## config.mk

```make
export PLATFORM = sky130hd
export DESIGN_NAME = hazard_control_unit
export DESIGN_NICKNAME = d
export VERILOG_FILES = /design/src/rtl/hazard_pkg.sv /design/src/rtl/hazard_control_unit_match.sv /design/src/rtl/hazard_control_unit.sv
export SDC_FILE = /design/constraint.sdc
export NUM_CORES = 1
export LEC_CHECK = 0
export ABC_AREA = 1
export BUFFER_PORTS_ARGS = -buffer_cell sky130_fd_sc_hd__buf_2
export CORE_ASPECT_RATIO = 0.7
export CORE_MARGIN = 2
export CORE_UTILIZATION = 50
export DETAILED_ROUTE_END_ITERATION = 16
export PLACE_DENSITY = 0.77
export SETUP_SLACK_MARGIN = 0.2
export SLEW_MARGIN = 25
export SYNTH_ARGS = -nofsm -noshare
export SYNTH_HDL_FRONTEND = slang
export SYNTH_SLANG_ARGS = --single-unit
export TNS_END_PERCENT = 5
```

## constraint.sdc

```tcl
create_clock -name clk -period 2.05 [get_ports clk]
set_input_delay 0.41 -clock clk [delete_from_list [all_inputs] [get_ports clk]]
set_output_delay 0.41 -clock clk [all_outputs]
set_load 0.005 [all_outputs]
```

## src/rtl/hazard_pkg.sv

```systemverilog
// Shared definitions for the ID-stage hazard control unit and its helpers.
package hazard_pkg;

   typedef enum logic [1:0] {
      IDLE       = 2'd0,
      LOAD_STALL = 2'd1,
      EX_BUSY    = 2'd2
   } hz_state_e;

   localparam int unsigned ZERO_REG = 0;

   function automatic int unsigned max_u(input int unsigned a, input int unsigned b);
      return (a > b) ? a : b;
   endfunction

endpackage

```

## src/rtl/hazard_control_unit_match.sv

```systemverilog
// Combinational load-use compare of the EX destination against the ID sources.
module hazard_match
   import hazard_pkg::*;
#(
   parameter int REG_AW           = 5,
   parameter int ZERO_REG_EXCLUDE = 1
) (
   input  logic [REG_AW-1:0] ex_rd,
   input  logic              ex_mem_read,
   input  logic [REG_AW-1:0] id_rs1,
   input  logic [REG_AW-1:0] id_rs2,
   input  logic              id_rs1_used,
   input  logic              id_rs2_used,
   output logic              hz
);

   logic rd_ok;
   logic src_match;

   // x0 always reads as zero, so a load targeting it can never create a hazard
   assign rd_ok     = (ZERO_REG_EXCLUDE == 0) || (ex_rd != REG_AW'(ZERO_REG));
   assign src_match = (id_rs1_used && (id_rs1 == ex_rd)) ||
                      (id_rs2_used && (id_rs2 == ex_rd));
   assign hz        = ex_mem_read && rd_ok && src_match;

endmodule

```

## src/rtl/hazard_control_unit.sv

```systemverilog
// ID-stage hazard control: load-use stalls, multi-cycle EX holds, branch flushes,
// and a saturating stall-cycle counter.
module hazard_control_unit
   import hazard_pkg::*;
#(
   parameter int REG_AW           = 5,
   parameter int LOAD_LATENCY     = 1,
   parameter int MULDIV_CYCLES    = 4,
   parameter int ZERO_REG_EXCLUDE = 1,
   parameter int CNT_W            = 32
) (
   input  logic              clk,
   input  logic              reset,
   input  logic [REG_AW-1:0] ID_EX_RegisterRd,
   input  logic              ID_EX_MEMRead,
   input  logic              ID_EX_MultiCycle,
   input  logic [REG_AW-1:0] IF_ID_RegisterRs1,
   input  logic [REG_AW-1:0] IF_ID_RegisterRs2,
   input  logic              IF_ID_Rs1Used,
   input  logic              IF_ID_Rs2Used,
   input  logic              BranchTaken,
   output logic              PCWrite,
   output logic              IF_ID_Write,
   output logic              IF_ID_Flush,
   output logic              ID_EX_Write,
   output logic              ID_EX_MuxSelect,
   output logic              EX_MEM_MuxSelect,
   output logic [CNT_W-1:0]  StallCount
);

   localparam int unsigned CNT_MAX = max_u(LOAD_LATENCY - 1, MULDIV_CYCLES - 1);
   localparam int unsigned CW      = max_u(3, $clog2(CNT_MAX + 1));
   localparam int unsigned LL_LOAD = (LOAD_LATENCY > 1) ? LOAD_LATENCY - 2 : 0;
   localparam int unsigned MD_LOAD = MULDIV_CYCLES - 2;

   hz_state_e        state_q, state_d;
   logic [CW-1:0]    cnt_q, cnt_d;
   logic [CNT_W-1:0] stall_cnt_q, stall_cnt_d;
   logic             hz;
   logic             pc_w, ifid_w, ifid_flush, idex_w, idex_mux, exmem_mux;

   hazard_match #(
      .REG_AW           (REG_AW),
      .ZERO_REG_EXCLUDE (ZERO_REG_EXCLUDE)
   ) u_match (
      .ex_rd       (ID_EX_RegisterRd),
      .ex_mem_read (ID_EX_MEMRead),
      .id_rs1      (IF_ID_RegisterRs1),
      .id_rs2      (IF_ID_RegisterRs2),
      .id_rs1_used (IF_ID_Rs1Used),
      .id_rs2_used (IF_ID_Rs2Used),
      .hz          (hz)
   );

   always_comb begin
      state_d    = state_q;
      cnt_d      = cnt_q;
      pc_w       = 1'b1;
      ifid_w     = 1'b1;
      ifid_flush = 1'b0;
      idex_w     = 1'b1;
      idex_mux   = 1'b0;
      exmem_mux  = 1'b0;
      unique case (state_q)
         IDLE: begin
            if (BranchTaken) begin
               ifid_flush = 1'b1;
               idex_mux   = 1'b1;
            end else if (ID_EX_MultiCycle) begin
               pc_w      = 1'b0;
               ifid_w    = 1'b0;
               idex_w    = 1'b0;
               exmem_mux = 1'b1;
               cnt_d     = CW'(MD_LOAD);
               state_d   = EX_BUSY;
            end else if (hz) begin
               pc_w     = 1'b0;
               ifid_w   = 1'b0;
               idex_mux = 1'b1;
               if (LOAD_LATENCY > 1) begin
                  cnt_d   = CW'(LL_LOAD);
                  state_d = LOAD_STALL;
               end
            end
         end
         LOAD_STALL: begin
            if (BranchTaken) begin
               ifid_flush = 1'b1;
               idex_mux   = 1'b1;
               state_d    = IDLE;
            end else begin
               pc_w     = 1'b0;
               ifid_w   = 1'b0;
               idex_mux = 1'b1;
               if (cnt_q == '0) state_d = IDLE;
               else             cnt_d   = cnt_q - 1'b1;
            end
         end
         EX_BUSY: begin
            // branch resolution is frozen along with the op occupying EX
            pc_w      = 1'b0;
            ifid_w    = 1'b0;
            idex_w    = 1'b0;
            exmem_mux = 1'b1;
            if (cnt_q == '0) state_d = IDLE;
            else             cnt_d   = cnt_q - 1'b1;
         end
         default: state_d = IDLE;
      endcase
      if (reset) begin
         state_d    = IDLE;
         cnt_d      = '0;
         pc_w       = 1'b1;
         ifid_w     = 1'b1;
         ifid_flush = 1'b0;
         idex_w     = 1'b1;
         idex_mux   = 1'b0;
         exmem_mux  = 1'b0;
      end
   end

   always_comb begin
      stall_cnt_d = stall_cnt_q;
      if (reset)                                 stall_cnt_d = '0;
      else if (!pc_w && (stall_cnt_q != '1))     stall_cnt_d = stall_cnt_q + 1'b1;
   end

   always_ff @(posedge clk) begin
      if (reset) begin
         state_q     <= IDLE;
         cnt_q       <= '0;
         stall_cnt_q <= '0;
      end else begin
         state_q     <= state_d;
         cnt_q       <= cnt_d;
         stall_cnt_q <= stall_cnt_d;
      end
   end

   assign PCWrite          = pc_w;
   assign IF_ID_Write      = ifid_w;
   assign IF_ID_Flush      = ifid_flush;
   assign ID_EX_Write      = idex_w;
   assign ID_EX_MuxSelect  = idex_mux;
   assign EX_MEM_MuxSelect = exmem_mux;
   assign StallCount       = stall_cnt_q;

endmodule

```

==> summary.md, run 1 <==
| Metric | Value |
|---|---|
| Outcome | finished clean |
| Grt total ovfl | 0 |
| Maximum clock frequency | 0.522 GHz |
| Fillers | 534 |
| Worst slew pin tran | 491 ps |
| Met2 Use GR | 0.433 |
| Clock transition at path regs | 80 ps |
| Crit path largest cell delay | 340 ps |
| Worst VDD drop | 0.346 mV |
| Crit path cell chain | inv_1 > ha_2 > inv_2 > nor2_2 > nand2_2 > nand2_2 > buf_2 |
| Met1 usage | 0.389 |
| CP Data Required Time | 1640 ps |
| Setup WS post-layout | 134 ps |
| Die area | 6200 um^2 |
| Cell area after synthesis | 2790 um^2 |
| Post-synth EDFFs | 0 |
| Routed WL | 8.23 mm |
| Most common cell after layout, fill and taps aside | nand2_1 |
| Met3 usage | 0.0588 |
| CORE AREA | 5310 um^2 |
| Area delta synth->final | 21.9% |
| Via-per-instance ratio | 5.39 |
| Leakage power | 1.46 nW |
| Psw | 0.447 mW |
| Fin cells | 587 |
| Placed cell areas | 3170 um^2 |
| GR Util All Layers | 0.274 |
| Ports | 60 |
| Height of the die | 66.5 um |
| # placed instances | 576 |
| Max_slew headroom | 0.672 |
| PortBufs | 59 |
| Detailed Place HPWL | 5.86 mm |
| Final setup viols | 0 |
| Via count | 3,161 |
| Crit path time final | 1920 ps |
| Fin Clk Skew | 6.33 ps |
| Routed Antenna Nets | 0 |
| Vias in the first global route | 2,915 |
| Proportion of power drawn by combinational gates | 0.177 |
| Post-synthesis sequential area ratio | 0.266 |
| HP Class | in2reg |
| CTS Buf Count | 5 |
| Initial Util | 0.524 |
| Top delay family on crit path | simple AND/OR/NAND/NOR gates |
| Post-Route Utilization | 0.639 |
| Clk_lat worst skew | 300 ps |
| Final nets | 544 |
| Syn_area_per_cell | 6.19 um^2 |
| CP Class | reg2out |
| H-tree levels | 2 |
| GRT Max-Usage Layer | met2 |
| Mapped Nets | 479 |
| Crit path capture type | output port |
| Clock Path Buffers | 2 |
| Dpl ws | 18.0 ps |
| Fin crit share | 0.934 |
| Power Density | 455 nW/um^2 |
| Worst Setup Start Kind | flop |
| Asr flop ratio synth | 0 |
| Iteration-0 DRC Markers | 250 |
| Power consumption | 1.54 mW |
| Int Power | 1.10 mW |
| RSZ-0062 raised after global routing | true |
| Die X-Extent | 93.2 um |
| Top_reg_cell synth | dfxtp_1 |
| Seq pwr share | 0.475 |
| Clk sinks | 37 |
| Hold slack | 438 ps |
| Crit path arrival time | 1510 ps |
| Buf+Inv Stages, Crit Path | 3 |
| Most repeated library cell on the critical path | nand2_2 |
| Switch share | 0.289 |
| Setup TNS Final | 0 ps |
| Pin count of the biggest net entering global routing | 40 |
| Initial antenna violation count | 0 |
| CP max-delay cell | dfxtp_2 |
| Synth Register Bits | 37 |
| Synthesized instance count | 450 |
| Ys Warns | 0 |
| Share of cells above drive strength 1 | 0.264 |
| CTS Root Cell | clkbuf_8 |
| GP Congestion | 0.936 |
| TritonCTS clock tree | done |
| Global-route wire length before repair | 13.5 mm |
| Most frequent cells in the layout | nand2_1, nor2_1, buf_2 |
| Final Max Tran Viols | 0 |
| Ant. Diodes | 0 |
| CP Max Fanout | 5 |
| Final Cell Area | 3400 um^2 |
| Synth unique cells | 31 |
| Max-cap violations | 0 |
| Drt pass-1 iters | 5 |
| Row count | 22 |
| Clk pwr share | 0.348 |
| WL/cell | 14.0 um |
| # DRC | 0 |
| Hold Fails Final Rpt | 0 |
[sequential cells by signal, summed over array words and instances (netlist names)]
| signal | flops |
|---|---|
| StallCount | 32 |
| cnt_q | 3 |
| state_q | 2 |
[cell usage after synthesis (6+ instances only)]
cell type    n  area [um^2]
dfxtp_1     37          741
a21oi_2      9         78.8
clkbuf_1     6         22.5
a21oi_1     29          145
xor2_1      10         87.6
nand2_1    156          586
nor2_1      61          229
ha_1         7         87.6
nand2_2     11         68.8
nand3b_1    14          105
inv_1       35          131
nand4_1     32          200
[cells by family after synthesis]
kind of cell | after synthesis | synth area share
adder cells (fa/ha/maj) | 7 | 0.0314
XOR/XNOR | 15 | 0.0471
flip-flops | 37 | 0.266
buffers and inverters | 53 | 0.0826
AND/OR/NAND/NOR | 291 | 0.473
AO/OA/AOI/OAI | 47 | 0.100
[power by group through the flow]
stage                     combinational [mW]  sequential [mW]  clock (mW)
after global routing                   0.302            0.734       0.563
after detailed placement               0.232            0.750           0
after CTS                              0.245            0.734       0.540
after global placement                 0.220            0.750           0
after floorplan                        0.161            0.751           0
final                                  0.274            0.734       0.537
[tightest hold or removal path, cell delays in order]
cell	delay (ps)
buf_2	90
or2_4	120
o32ai_1	70
[final timing paths]
check / startpoint / to / slack [ps] / cells past startpoint
max reg2reg: StallCount[0] / StallCount[26] / 190 / 9
min reg2reg: cnt_q[2] / cnt_q[2] / 510 / 2
max: state_q[1] / IF_ID_Write / 130 / 7
min: reset / state_q[1] / 440 / 3
[routing by layer]
| layer | wire (um) | vias up |
|---|---|---|
| li1 | - | 1588 |
| met1 | 4180 | 1451 |
| met2 | 3410 | 115 |
| met3 | 589 | 7 |
| met4 | 47 | 0 |
| met5 | 0 | - |
[area by class of cell]
cell class / instances / area (um^2) / share of cell area
Multi-Input combinational cell: 361 / 1880 / 0.555
Timing Repair Buffer: 74 / 454 / 0.134
Clock buffer: 7 / 86.3 / 0.0254
Inverter: 36 / 138 / 0.0405
Sequential cell: 37 / 743 / 0.219
Tap cell: 72 / 90.1 / 0.0265
[repair_timing]
| item | in CTS | in global routing |
|---|---|---|
| hold buffers | 0 | 0 |
| hold endpoints to repair | 0 | 0 |
| setup endpoints to repair | 36 | 37 |
| pin swaps | 3 | 21 |
| gates resized for setup | 10 | 27 |
| setup buffers | 3 | 0 |
| cloned | 0 | 1 |
No activity file was read; power rests on OpenSTA's default activity.
==> run 2: changes to the inputs <==
--- a/config.mk
+++ b/config.mk
@@ -9,12 +9,13 @@
 export BUFFER_PORTS_ARGS = -buffer_cell sky130_fd_sc_hd__buf_2
 export CORE_ASPECT_RATIO = 0.7
 export CORE_MARGIN = 2
-export CORE_UTILIZATION = 50
+export CORE_UTILIZATION = 49
 export DETAILED_ROUTE_END_ITERATION = 16
-export PLACE_DENSITY = 0.77
+export PLACE_DENSITY = 0.76
 export SETUP_SLACK_MARGIN = 0.2
 export SLEW_MARGIN = 25
 export SYNTH_ARGS = -nofsm -noshare
 export SYNTH_HDL_FRONTEND = slang
+export SYNTH_HIERARCHICAL = 1
 export SYNTH_SLANG_ARGS = --single-unit
 export TNS_END_PERCENT = 5
==> run 2 against run 1 <==
Effect of this change:
- largest power group unchanged
- die area shrank 2.0%
- fmax decreased by 0.61%
- clock skew rose by 3.5 ps
- synthesized cell count decreased by 4.2%
- routed wire length down 11%
- highest routed layer unchanged
- synthesized area shrank 4.0%
- clock-buffer cell count unchanged
- total power fell by 1.8%
- via count shrank 7.1%
- sequential power barely moved
- worst hold slack better by 34 ps
==> summary.md, run 2 <==
| Metric | Value |
|---|---|
| Ports | 60 (unchanged) |
| Outcome | finished clean (unchanged) |
| Max-cap violations | 0 (unchanged) |
| CP Data Required Time | 1640 ps (about the same) |
| Max reg flops | 32 (unchanged) |
| Fin crit share | 0.940 (was 0.934) |
| Power Density | 448 nW/um^2 (was 455 nW/um^2) |
| Final nets | 531 (was 544) |
| CTS Buf Count | 5 (unchanged) |
| Fillers | 491 (was 534) |
| Final Max Tran Viols | 0 (unchanged) |
| Synth Register Bits | 37 (unchanged) |
| Pin count of the biggest net entering global routing | 29 (was 40) |
| Top_reg_cell synth | dfxtp_1 (unchanged) |
| Dpl ws | -178 ps (was 18.0 ps) |
| Hold path start | cnt_q[0] (was reset) |
| Most common cell after layout, fill and taps aside | nand2_1 (unchanged) |
| Leakage power | 1.51 nW (was 1.46 nW) |
| Cell area after synthesis | 2670 um^2 (was 2790 um^2) |
| Grt total ovfl | 0 (unchanged) |
| Row count | 22 (unchanged) |
| Most frequent cells in the layout | nand2_1, nor2_1, buf_2 (unchanged) |
| PortBufs | 59 (unchanged) |
| Initial Util | 0.509 (was 0.524) |
| Hold slack | 472 ps (was 438 ps) |
| Worst slew pin tran | 318 ps (was 491 ps) |
| Crit path capture type | output port (unchanged) |
| Synthesized instance count | 431 (was 450) |
| Worst Setup Start Kind | flop (unchanged) |
| Ant. Diodes | 0 (unchanged) |
| Ys Warns | 6 (was 0) |
| Max_slew headroom | 0.788 (was 0.672) |
| Setup TNS Final | 0 ps (unchanged) |
| Post-synthesis sequential area ratio | 0.277 (was 0.266) |
| Worst VDD drop | 0.327 mV (was 0.346 mV) |
| # DRC | 0 (unchanged) |
| Post-Route Utilization | 0.644 (was 0.639) |
| Maximum clock frequency | 0.519 GHz (was 0.522 GHz) |
| Synth unique cells | 30 (was 31) |
| Vias in the first global route | 2,631 (was 2,915) |
| RSZ-0062 raised after global routing | true (unchanged) |
| CP Max Fanout | 7 (was 5) |
| Yosys top cell by area | dfxtp_1 (unchanged) |
| HP Class | reg2reg (was in2reg) |
| Syn_area_per_cell | 6.20 um^2 (was 6.19 um^2) |
| Hold-fix buffers, CTS | 0 (unchanged) |
| Power consumption | 1.52 mW (was 1.54 mW) |
| Flip-flop and latch area | 743 um^2 (unchanged) |
| Main area contributors after synthesis | dfxtp_1, nand2_1, nor2_1 (unchanged) |
| CORE AREA | 5260 um^2 (was 5310 um^2) |
| Global-route wire length before repair | 12.0 mm (was 13.5 mm) |
| Die area | 6070 um^2 (was 6200 um^2) |
| Detailed Place HPWL | 5.39 mm (was 5.86 mm) |
| GP Congestion | 0.964 (was 0.936) |
| GR Util All Layers | 0.249 (was 0.274) |
| Share of cells above drive strength 1 | 0.297 (was 0.264) |
| Crit path launch | state_q[1] (unchanged) |
| Mapped Nets | 460 (was 479) |
| Hold Fails Final Rpt | 0 (unchanged) |
| Die X-Extent | 92.3 um (was 93.2 um) |
| Count leader, synth | nand2_1 (unchanged) |
| Routed Antenna Nets | 0 (unchanged) |
| Crit path time final | 1930 ps (was 1920 ps) |
| Fin cells | 574 (was 587) |
| Drt pass-1 iters | 5 (unchanged) |
| Iteration-0 DRC Markers | 173 (was 250) |
| H-tree levels | 2 (unchanged) |
| Final setup viols | 0 (unchanged) |
| Setup WS post-layout | 122 ps (was 134 ps) |
| Placed cell areas | 3070 um^2 (was 3170 um^2) |
| Clk_lat worst skew | 300 ps (about the same) |
| Asr flop ratio synth | 0 (unchanged) |
| Via count | 2,938 (was 3,161) |
| Routed WL | 7.35 mm (was 8.23 mm) |
| Post-synth top area share | 0.277 (was 0.266) |
| TritonCTS clock tree | done (unchanged) |
| WL/cell | 12.8 um (was 14.0 um) |
| Area of the multi-input gates | 1770 um^2 (was 1880 um^2) |
| Clock transition at path regs | 70 ps (was 80 ps) |
| CTS Root Cell | clkbuf_8 (unchanged) |
| Clk sinks | 37 (unchanged) |
| Commonest cells in the netlist | nand2_1, nor2_1, inv_1, dfxtp_1, a21oi_1 (was nand2_1, nor2_1, dfxtp_1, inv_1, nand4_1) |
| Height of the die | 65.8 um (was 66.5 um) |
| Via-per-instance ratio | 5.12 (was 5.39) |
| R2R Path Start | StallCount[1] (was StallCount[0]) |
| CP Class | reg2out (unchanged) |
| Final Cell Area | 3380 um^2 (was 3400 um^2) |
| Fin Clk Skew | 9.80 ps (was 6.33 ps) |
| Post-synth EDFFs | 0 (unchanged) |
| Area delta synth->final | 26.5% (was 21.9%) |
| Crit path arrival time | 1520 ps (was 1510 ps) |
| Initial antenna violation count | 0 (unchanged) |
| Clock Path Buffers | 2 (unchanged) |
| # placed instances | 563 (was 576) |
[run 2: what timing repair did]
item | CTS | global route
endpoints found under the setup margin | 29 | 32
pin swaps | 18 | 13
setup buffers | 4 | 0
gates resized for setup | 34 | 21
[run 2: area by class of cell]
cell class | count | area share
tap | 72 | 0.0266
timing repair buffer | 72 | 0.149
inverter | 48 | 0.0555
sequential | 37 | 0.220
clock buffer | 7 | 0.0255
multi-input combinational | 338 | 0.523
[run 2: kinds of logic (layout without fill, tap and decap cells)]
| kind of cell | Yosys count | count (layout) | synth area share |
|---|---|---|---|
| AO/OA/AOI/OAI | 44 | 44 | 0.0913 |
| XOR/XNOR | 7 | 7 | 0.0229 |
| adder cells (fa/ha/maj) | 7 | 7 | 0.0328 |
| buffers and inverters | 56 | 127 | 0.0931 |
| flip-flops | 37 | 37 | 0.277 |
| AND/OR/NAND/NOR | 280 | 280 | 0.483 |
[run 2: worst paths after layout]
path,end,slack [ps],cells after the start
worst min register to register,cnt_q[0],470,2
worst max register to register,StallCount[14],240,10
worst min-delay path,cnt_q[0],470,2
worst max-delay path,ID_EX_MuxSelect,120,7
[run 2: where the power goes]
| group | total (mW) | internal [mW] | switching (mW) |
|---|---|---|---|
| sequential | 0.735 | 0.729 | 0.00674 |
| clock | 0.530 | 0.267 | 0.263 |
| combinational | 0.251 | 0.113 | 0.138 |
[run 2: per-layer routing]
metal,global-route usage,vias to the layer above,wire (um)
met4,0.0653,0,90
li1,-,1494,-
met3,0.0502,10,490
met1,0.354,1328,3590
met2,0.387,106,3180
met5,0,-,0
[run 2: critical path, stage by stage (launching register included)]
cell and delay (ps):
dfxtp_2 340, inv_1 90, ha_4 210, inv_1 90, nor2_2 50, a221oi_2 230, nor2_1 80, buf_2 140
